<file path="src/rtl/divider_8by4_seq_if.sv">
// Handshake and operand/result bundle for the 8-by-4 sequential divider.
`timescale 1ns/1ps
interface divider_8by4_seq_if;
  logic       start_i;
  logic [7:0] dividend_i;
  logic [3:0] divisor_i;
  logic [7:0] quot_o;
  logic [3:0] rem_o;
  logic       busy_o;
  logic       done_o;
  logic       div_by_zero_o;
  logic       chk_err_o;

  modport slave (
    input  start_i, dividend_i, divisor_i,
    output quot_o, rem_o, busy_o, done_o, div_by_zero_o, chk_err_o
  );

  modport master (
    output start_i, dividend_i, divisor_i,
    input  quot_o, rem_o, busy_o, done_o, div_by_zero_o, chk_err_o
  );
endinterface

</file>
<file path="src/rtl/divider_8by4_seq.sv">
// Restoring 8/4 unsigned divider, one quotient bit per clock.
// Optional result self-check enabled by DIVIDER_SELFCHECK_EN.
//   state | meaning
//   IDLE  | waiting for start; divide-by-zero answered here in one edge
//   RUN   | eight restoring iterations, MSB first
`timescale 1ns/1ps
module divider_8by4_seq (
  input  logic clk,
  input  logic rst_n,
  divider_8by4_seq_if.slave bus
);
  typedef enum logic {IDLE, RUN} state_t;

  state_t     state_q, state_d;
  logic [7:0] d_q, d_d;
  logic [3:0] dvs_q, dvs_d;
  logic [4:0] r_q, r_d;
  logic [2:0] cnt_q, cnt_d;
  logic [7:0] quot_q, quot_d;
  logic [3:0] rem_q, rem_d;
  logic       done_q, done_d;
  logic       dbz_q, dbz_d;

  logic [4:0] p;
  logic [4:0] r_sub;
  logic       ge;
  logic       accept;

  assign p      = {r_q[3:0], d_q[7]};
  assign ge     = (p >= {1'b0, dvs_q});
  assign r_sub  = p - {1'b0, dvs_q};
  assign accept = (state_q == IDLE) && bus.start_i && (bus.divisor_i != 4'h0);

  always_ff @(posedge clk or negedge rst_n) begin
    if (!rst_n) begin
      state_q <= IDLE;
      d_q     <= 8'h00;
      dvs_q   <= 4'h0;
      r_q     <= 5'h00;
      cnt_q   <= 3'h0;
      quot_q  <= 8'h00;
      rem_q   <= 4'h0;
      done_q  <= 1'b0;
      dbz_q   <= 1'b0;
    end else begin
      state_q <= state_d;
      d_q     <= d_d;
      dvs_q   <= dvs_d;
      r_q     <= r_d;
      cnt_q   <= cnt_d;
      quot_q  <= quot_d;
      rem_q   <= rem_d;
      done_q  <= done_d;
      dbz_q   <= dbz_d;
    end
  end

  always_comb begin
    state_d = state_q;
    d_d     = d_q;
    dvs_d   = dvs_q;
    r_d     = r_q;
    cnt_d   = cnt_q;
    quot_d  = quot_q;
    rem_d   = rem_q;
    done_d  = 1'b0;
    dbz_d   = dbz_q;
    case (state_q)
      IDLE: begin
        if (accept) begin
          d_d     = bus.dividend_i;
          dvs_d   = bus.divisor_i;
          r_d     = 5'h00;
          cnt_d   = 3'h0;
          dbz_d   = 1'b0;
          state_d = RUN;
        end else if (bus.start_i) begin
          quot_d = 8'hFF;
          rem_d  = 4'h0;
          dbz_d  = 1'b1;
          done_d = 1'b1;
        end
      end
      RUN: begin
        r_d   = ge ? r_sub : p;
        d_d   = {d_q[6:0], ge};
        cnt_d = cnt_q + 3'd1;
        if (cnt_q == 3'd7) begin
          quot_d  = {d_q[6:0], ge};
          rem_d   = ge ? r_sub[3:0] : p[3:0];
          done_d  = 1'b1;
          state_d = IDLE;
        end
      end
      default: state_d = IDLE;
    endcase
  end

  assign bus.quot_o        = quot_q;
  assign bus.rem_o         = rem_q;
  assign bus.busy_o        = (state_q == RUN);
  assign bus.done_o        = done_q;
  assign bus.div_by_zero_o = dbz_q;

`ifdef DIVIDER_SELFCHECK_EN
  // Reconstruct the dividend from the held result while done is high.
  logic [7:0]  dividend_q;
  logic        chk_q;
  logic [11:0] recon;

  assign recon = ({4'h0, quot_q} * {8'h00, dvs_q}) + {8'h00, rem_q};

  always_ff @(posedge clk or negedge rst_n) begin
    if (!rst_n) begin
      dividend_q <= 8'h00;
      chk_q      <= 1'b0;
    end else begin
      if (accept)
        dividend_q <= bus.dividend_i;
      if (done_q && !dbz_q && (recon != {4'h0, dividend_q}))
        chk_q <= 1'b1;
    end
  end

  assign bus.chk_err_o = chk_q;
`else
  assign bus.chk_err_o = 1'b0;
`endif
endmodule

</file>
<file path="src/flat_wrapper.sv">
// flat-port wrapper written by rule: the top's interface ports become plain ports
module divider_8by4_seq_flat 
  (clk, rst_n, bus_start_i, bus_dividend_i, bus_divisor_i, bus_quot_o, bus_rem_o, bus_busy_o, bus_done_o, bus_div_by_zero_o, bus_chk_err_o);
  divider_8by4_seq_if bus_i ();
  input  logic clk;
  input  logic rst_n;
  input wire logic [$bits(bus_i.start_i)-1:0] bus_start_i;
  input wire logic [$bits(bus_i.dividend_i)-1:0] bus_dividend_i;
  input wire logic [$bits(bus_i.divisor_i)-1:0] bus_divisor_i;
  output wire logic [$bits(bus_i.quot_o)-1:0] bus_quot_o;
  output wire logic [$bits(bus_i.rem_o)-1:0] bus_rem_o;
  output wire logic [$bits(bus_i.busy_o)-1:0] bus_busy_o;
  output wire logic [$bits(bus_i.done_o)-1:0] bus_done_o;
  output wire logic [$bits(bus_i.div_by_zero_o)-1:0] bus_div_by_zero_o;
  output wire logic [$bits(bus_i.chk_err_o)-1:0] bus_chk_err_o;
  assign bus_i.start_i = bus_start_i;
  assign bus_i.dividend_i = bus_dividend_i;
  assign bus_i.divisor_i = bus_divisor_i;
  assign bus_quot_o = bus_i.quot_o;
  assign bus_rem_o = bus_i.rem_o;
  assign bus_busy_o = bus_i.busy_o;
  assign bus_done_o = bus_i.done_o;
  assign bus_div_by_zero_o = bus_i.div_by_zero_o;
  assign bus_chk_err_o = bus_i.chk_err_o;
  divider_8by4_seq u_core (.clk(clk), .rst_n(rst_n), .bus(bus_i));
endmodule
</file>
<file path="config.mk">
export PLATFORM = sky130hd
export DESIGN_NAME = divider_8by4_seq_flat
export DESIGN_NICKNAME = d
export VERILOG_FILES = /design/src/rtl/divider_8by4_seq_if.sv /design/src/rtl/divider_8by4_seq.sv /design/src/flat_wrapper.sv
export SDC_FILE = /design/constraint.sdc
export NUM_CORES = 1
export LEC_CHECK = 0
export ABC_CLOCK_PERIOD_IN_PS = 2380
export BUFFER_PORTS_ARGS = -buffer_cell sky130_fd_sc_hd__buf_2
export CAP_MARGIN = 10
export CORE_MARGIN = 2
export CORE_UTILIZATION = 31
export CTS_CLUSTER_SIZE = 14
export DETAILED_ROUTE_END_ITERATION = 12
export MAX_ROUTING_LAYER = met4
export PLACE_DENSITY = 0.47
export SLEW_MARGIN = 15
export SYNTH_ARGS = -nofsm -noshare
export SYNTH_HDL_FRONTEND = slang
export SYNTH_SLANG_ARGS = --single-unit
export TNS_END_PERCENT = 20
</file>
<file path="constraint.sdc">
create_clock -name clk -period 2.38 [get_ports clk]
set_input_delay 0.238 -clock clk [delete_from_list [all_inputs] [get_ports clk]]
set_output_delay 0.238 -clock clk [all_outputs]
set_load 0.02 [all_outputs]
</file>
==> summary.txt, run 1 <==
Floorplanning
  • Die area: 5830 sq um
  • Io pins: 31
  • Horiz. Die Dim: roughly 76 um
  • Die height: 76.3 um
  • Row count: 26
  • Initial Utilization: between 30% and 40%
  • Core area: just over 5000 sq um

Worst setup path
  • CP bufs+invs: 0
  • FF-to-FF path depth: 6
  • Worst Setup End Kind: flop
  • CP Launch Type: flop
  • Top delay family on crit path: compound AO/OA/AOI/OAI gates
  • Worst path cell trace: ha_1 > a21oi_1 > o21ai_0 > a21boi_1 > mux2_2 > o22ai_1
  • CP max FO: 5
  • Worst endpoint required time: 2.58 ns
  • Max incr delay on CP: about 0.43 ns
  • Slowest cell on crit path: a21boi_1
  • WP data arrival: 2.33 ns
  • Worst path depth: 6
  • Setup Crit Path Kind: flop to flop

Placed design
  • Dpl hpwl: about 2.5 mm
  • GP Congestion: 0.905
  • Port Buffers: 29

STA
  • Final cycle utilization of the critical path: between 80% and 90%
  • Post-route minimum period: ~2.1 ns
  • Slew margin rel.: 49.0%
  • FMAX: 0.469 GHz
  • Worst-case clock skew: about 0.0024 ns
  • Final hold vios: 0
  • Final setup TNS: 0 ns
  • Final Max Slew Viols: 0
  • Final setup violation count: 0
  • Unrepaired setup endpoints after global routing: no
  • Worst-Margin Slew: 0.765 ns

CTS
  • CTS root buffer: clkbuf_8
  • Clock latency on the worst-skew pair: 0.28 ns
  • Clock Sinks: 34
  • Post-CTS Resized: 0
  • Setup Fix Bufs, Post-CTS: 0
  • Post-CTS Hold Buffers: 0
  • TritonCTS clock tree: done
  • CTS Buf Count: 5
  • Clk slew on worst S/H paths: 0.07 ns
  • Htree depth: 2
  • Clk buf depth: 2

Synthesis
  • Async SR Flop Fraction: 100%
  • Synth cell types: 29
  • Post-synthesis mux area share: 2.62%
  • Yosys warning total: 0
  • Synth Cell Area: 1620 sq um
  • Net Count, Synth: 196
  • Avg Inst Size Synth: ~9.3 sq um
  • Post-synth top flop: dfrtp_1
  • XOR/XNOR Fraction of Synth Area: less than 1%
  • Sequential fraction of the synthesis area: approximately 52%
  • Post-Synth Simple-Gate Area: 17.3%
  • Adder-cell share of the synthesized area: under 10%
  • FF+latch count, synth: 34
  • Synth Area in Compound Gates: 14.4%
  • Synthesized instance count: 174
  • Post-synth EDFFs: 0
  • Largest family of logic cells by synthesized area: simple AND/OR/NAND/NOR gates

Global route
  • Total Routing Usage GR: 13.2%
  • Met2 usage: 18.3%
  • Number of global-route vias before repair: 1261
  • Total gr overflow: 0
  • Largest net degree at the start of global routing: 35
  • Initial antenna violation count: 0
  • First-pass GRT wire length: around 6.0 mm
  • GR Layer Usage met1: 18.5%
  • Grt peak-use layer: met1
  • M3 GR Usage: 4.15%

Power and ir drop
  • Pwr per Cell Area: approximately 1400 nW/um^2
  • Worst IR drop on VDD: 0.494 mV
  • Comb pwr share: slightly below 50%
  • Net Sw Frac: 41.8%
  • Pleak: 0.893 nW
  • Power share of the clock group: between 10% and 20%
  • Psw: 1.10 mW
  • Internal cell power: 1.53 mW
  • Sequential power share: 36.1%

Final layout
  • Share of layout cells above drive strength 1: a little over 20%
  • Most frequent cells in the layout: 34 x dfrtp_1, 29 x buf_2, 23 x nand2_1
  • Most common library cell in the layout ignoring fill and taps: dfrtp_1
  • Diode count: 0
  • Layout Nets: 225
  • Fin util: 37.4%
  • Filler cells: ~530
  • Layout overhead on the synthesized area: 17.0%

Routing
  • DRT Wirelength: about 3.4 mm
  • Via count: 1257
  • Post-route ant nets: 0
  • Drt wl/cell: 12.5 um
  • # DRC: 0
  • Via-to-Cell Ratio: 4.60
  • Initial DRC Count: 100
  • Pre-antenna DRT Iters: 4

Status
  • Outcome: completed

Hold path
  • HP Class: input port to async pin

Run
  • Max_cap viols: 0
[through the flow]
step / power (mW) / area (sq um) / setup slack [ns] / hold WS [ns] / std cells
2_1_floorplan: 1.93 / 1620 / 0.466 / -0.0576 / 174
3_3_place_gp: 2.24 / 1820 / 0.335 / 0.357 / 266
3_5_place_dp: 2.27 / 1820 / 0.228 / 0.372 / 266
4_1_cts: 2.67 / 1900 / 0.220 / 0.0667 / 273
5_1_grt: 2.89 / 1900 / 0.0390 / 0.0897 / 273
6_report: 2.64 / 1900 / 0.249 / 0.0276 / 273
[cell usage after synthesis (3+ instances only)]
library cell  count  area [sq um]
nor2_1           20          75.1
a21oi_1          17          85.1
o21ai_0          13          65.1
dfrtp_1          34           851
ha_1              6          75.1
o22ai_1           3          18.8
nand2_1          23          86.3
a31oi_1           8          50.1
inv_1            13          48.8
nor3_1            7          35.0
clkbuf_1          6          22.5
[registers in the layout, summed over array words and instances (netlist names)]
signal and cells:
u_core.bus.done_o 1, u_core.d_q 8, u_core.r_q 4, u_core.bus.div_by_zero_o 1, u_core.cnt_q 3, u_core.dvs_q 4, u_core.bus.quot_o 8, u_core.bus.rem_o 4
u_core.bus.busy_o 1
[cell families (layout without fill, tap and decap cells)]
group / count (synthesis) / after routing
adder cells (fa/ha/maj): 7 / 7
multiplexers: 4 / 4
AND/OR/NAND/NOR: 61 / 61
flip-flops: 34 / 34
AO/OA/AOI/OAI: 43 / 43
XOR/XNOR: 1 / 1
other: 1 / 1
buffers and inverters: 23 / 52
[power by group through the flow]
stage,sequential [mW],clock [mW],combinational [mW]
2_1_floorplan,1.07,0,0.864
3_3_place_gp,0.957,0,1.28
3_5_place_dp,0.962,0,1.30
4_1_cts,0.954,0.409,1.30
5_1_grt,0.983,0.436,1.47
6_report,0.953,0.396,1.29
[per-layer routing]
metal	up-vias	wire length (um)	part of all wire [%]
met1	584	1800	53
met2	28	1420	41
met4	0	45	1.3
li1	640	-	-
met3	5	161	4.7
met5	-	0	0
[area by class of cell]
cell class / count / area [sq um] / area share (%)
timing repair buffer: 31 / 160 / 8.44
tap: 70 / 87.6 / 4.62
inverter: 14 / 57.6 / 3.03
sequential: 34 / 851 / 44.9
clock buffer: 7 / 76.3 / 4.02
multi-input combinational: 117 / 664 / 35.0
[path summary, 6_finish.rpt]
kind | to | start | slack, ns
worst max-delay path | u_core.r_q[1] | u_core.r_q[1] | 0.25
worst min-delay path | u_core.bus.quot_o[1] | rst_n | 0.03
worst max register to register | u_core.r_q[1] | u_core.r_q[1] | 0.25
worst min register to register | u_core.bus.rem_o[3] | u_core.bus.rem_o[3] | 0.48
max in group asynchronous | u_core.d_q[2] | rst_n | 1.87
min in group clk | u_core.dvs_q[3] | bus_divisor_i[3] | 0.21
Power figures use the tool's default switching activity.
==> run 2, diff against run 1 <==
CORE_UTILIZATION = 35   (was 31)
HOLD_SLACK_MARGIN = 0.03   (was default)
PLACE_DENSITY = 0.52   (was 0.47)
TNS_END_PERCENT = 1   (was 20)
==> run 2 against run 1 <==
Fmax decreased by 0.40%. Total power rose by 11%. Core utilization up 6.4 points. Sequential cell count is the same. Clock power grew 68%.
==> summary.txt, run 2 (synthesized netlist as in run 1, its figures left out) <==
Status
  • Outcome: completed

STA
  • Final setup violation count: 0 (unchanged)
  • Final hold vios: 0 (unchanged)
  • Slew margin rel.: 48.1% (-0.92 points)
  • Final cycle utilization of the critical path: 89.9% (+0.36 points)
  • Worst-Margin Slew: 0.779 ns (+0.0138 ns)
  • Final Max Slew Viols: 0 (unchanged)
  • Worst-case clock skew: 0.00965 ns (+0.00724 ns)
  • FMAX: 0.467 GHz (-0.40%)
  • Post-route minimum period: 2.14 ns (+0.00858 ns)
  • WHS: 0.0277 ns (+0.000136 ns)
  • Final setup TNS: 0 ns (unchanged)
  • Unrepaired setup endpoints after global routing: no

Worst setup path
  • Worst endpoint required time: 2.58 ns (about the same)
  • Slowest cell on crit path: a21boi_1
  • Max incr delay on CP: 0.42 ns (about the same)
  • Setup Crit Path Kind: flop to flop
  • Worst path depth: 6 (unchanged)
  • CP Launch Type: flop
  • Worst Setup End Kind: flop
  • FF-to-FF path depth: 6 (unchanged)
  • WP data arrival: 2.34 ns (about the same)
  • CP bufs+invs: 0 (unchanged)
  • Top delay family on crit path: compound AO/OA/AOI/OAI gates
  • Worst path cell trace: ha_1 > a21oi_1 > o21ai_0 > a21boi_1 > mux2_2 > o22ai_1
  • CP max FO: 5 (unchanged)

Global route
  • Largest net degree at the start of global routing: 35 (unchanged)
  • Number of global-route vias before repair: 1258 (-0.24%)
  • First-pass GRT wire length: 6.15 mm (+3.4%)
  • Total gr overflow: 0 (unchanged)
  • Grt peak-use layer: met1
  • Initial antenna violation count: 0 (unchanged)
  • GR Layer Usage met1: 22.8% (+4.3 points)
  • Total Routing Usage GR: 15.7% (+2.5 points)
  • M3 GR Usage: 4.31% (+0.16 points)
  • Met2 usage: 21.1% (+2.8 points)

Hold path
  • HP Class: input port to async pin

Routing
  • Initial DRC Count: 87 (-13%)
  • Drt wl/cell: 13.8 um (+10%)
  • Pre-antenna DRT Iters: 4 (unchanged)
  • # DRC: 0 (unchanged)
  • Via-to-Cell Ratio: 4.98 (+8.2%)
  • Post-route ant nets: 0 (unchanged)
  • DRT Wirelength: 3.53 mm (+3.2%)
  • Via count: 1270 (+1.0%)

Floorplanning
  • Die area: 5190 sq um (-11%)
  • Die height: 72.1 um (-5.6%)
  • Core area: 4410 sq um (-13%)
  • Row count: 24 (-7.7%)
  • Io pins: 31 (unchanged)
  • Horiz. Die Dim: 72.1 um (-5.6%)
  • Initial Utilization: 36.7% (+4.8 points)

Placed design
  • Placed cell count: 247 (-7.1%)
  • GP Congestion: 0.723 (-20%)
  • Dpl hpwl: 2.54 mm (+1.4%)
  • Port Buffers: 29 (unchanged)

CTS
  • CTS Buf Count: 5 (unchanged)
  • Htree depth: 2 (unchanged)
  • Setup Fix Bufs, Post-CTS: 0 (unchanged)
  • Clk slew on worst S/H paths: 0.07 ns (about the same)
  • Post-CTS Resized: 0 (unchanged)
  • Clock Sinks: 34 (unchanged)
  • Post-CTS Hold Buffers: 0 (unchanged)
  • TritonCTS clock tree: done
  • Clock latency on the worst-skew pair: 0.29 ns (about the same)
  • Clk buf depth: 2 (unchanged)
  • CTS root buffer: clkbuf_8

Final layout
  • Most frequent cells in the layout: 34 x dfrtp_1, 29 x buf_2, 23 x nand2_1
  • Non-Filler Instances: 255 (-6.6%)
  • Fin util: 43.8% (+6.4 points)
  • Diode count: 0 (unchanged)
  • Share of layout cells above drive strength 1: 21.2% (+0.99 points)
  • Layout overhead on the synthesized area: 19.2%
  • Most common library cell in the layout ignoring fill and taps: dfrtp_1
  • Layout Nets: 224 (-0.44%)

Power and ir drop
  • Internal cell power: 1.78 mW (+16%)
  • Pleak: 0.921 nW (+3.1%)
  • Comb pwr share: 44.7% (-4.1 points)
  • Power share of the clock group: 22.7% (+7.7 points)
  • Net Sw Frac: 39.2% (-2.6 points)
  • Pwr per Cell Area: 1510 nW/um^2 (+8.8%)
  • Psw: 1.14 mW (+3.9%)
  • Sequential power share: 32.6% (-3.5 points)
  • Worst IR drop on VDD: 0.585 mV (+18%)

Run
  • Max_cap viols: 0 (unchanged)
==> run 2: path summary, 6_finish.rpt <==
path                                startpoint             endpoint  slack (ns)
max in group asynchronous                rst_n      u_core.dvs_q[2]        1.86
min                                      rst_n        u_core.d_q[0]        0.03
min in group clk              bus_divisor_i[3]      u_core.dvs_q[3]        0.21
max reg2reg                      u_core.r_q[1]        u_core.r_q[0]        0.24
max                              u_core.r_q[1]        u_core.r_q[0]        0.24
min reg2reg                u_core.bus.rem_o[3]  u_core.bus.rem_o[3]        0.47
==> run 2: through the flow <==
step                      instance area, sq um  total power [mW]  setup slack [ns]
final                                     1930              2.92             0.241
after global routing                      1930              3.17             0.113
after CTS                                 1930              2.95             0.238
after detailed placement                  1790              2.28             0.249
after global placement                    1790              2.22             0.335
after floorplan                           1620              1.93             0.466
==> run 2: final cells by class <==
type                    count  area, sq um
clock buffers               6         82.6
clock inverters             2         60.1
fillers                   444         2480
inverters                  14         57.6
multi-input cells         117          664
flip-flops and latches     34          851
well taps                  52         65.1
repair buffers             30          153
==> run 2: power groups by stage <==
stage          Clock, mW  Combinational [mW]  Sequential [mW]
4_1_cts            0.677                1.31            0.956
3_5_place_dp           0                1.31            0.966
6_report           0.664                1.31            0.953
2_1_floorplan          0               0.864             1.07
5_1_grt            0.703                1.48            0.992
3_3_place_gp           0                1.26            0.959
==> run 2: worst reg2reg max path, stage by stage (launching register included) <==
cell and delay (ns):
dfrtp_1 0.40, ha_1 0.36, a21oi_1 0.20, o21ai_0 0.12
a21boi_1 0.42, mux2_2 0.40, o22ai_1 0.17
==> run 2: per-layer routing <==
metal | vias up | part of all wire (%)
li1 | 644 | -
met1 | 587 | 54
met2 | 34 | 40
met3 | 5 | 5.3
met4 | 0 | 1.2
met5 | - | 0
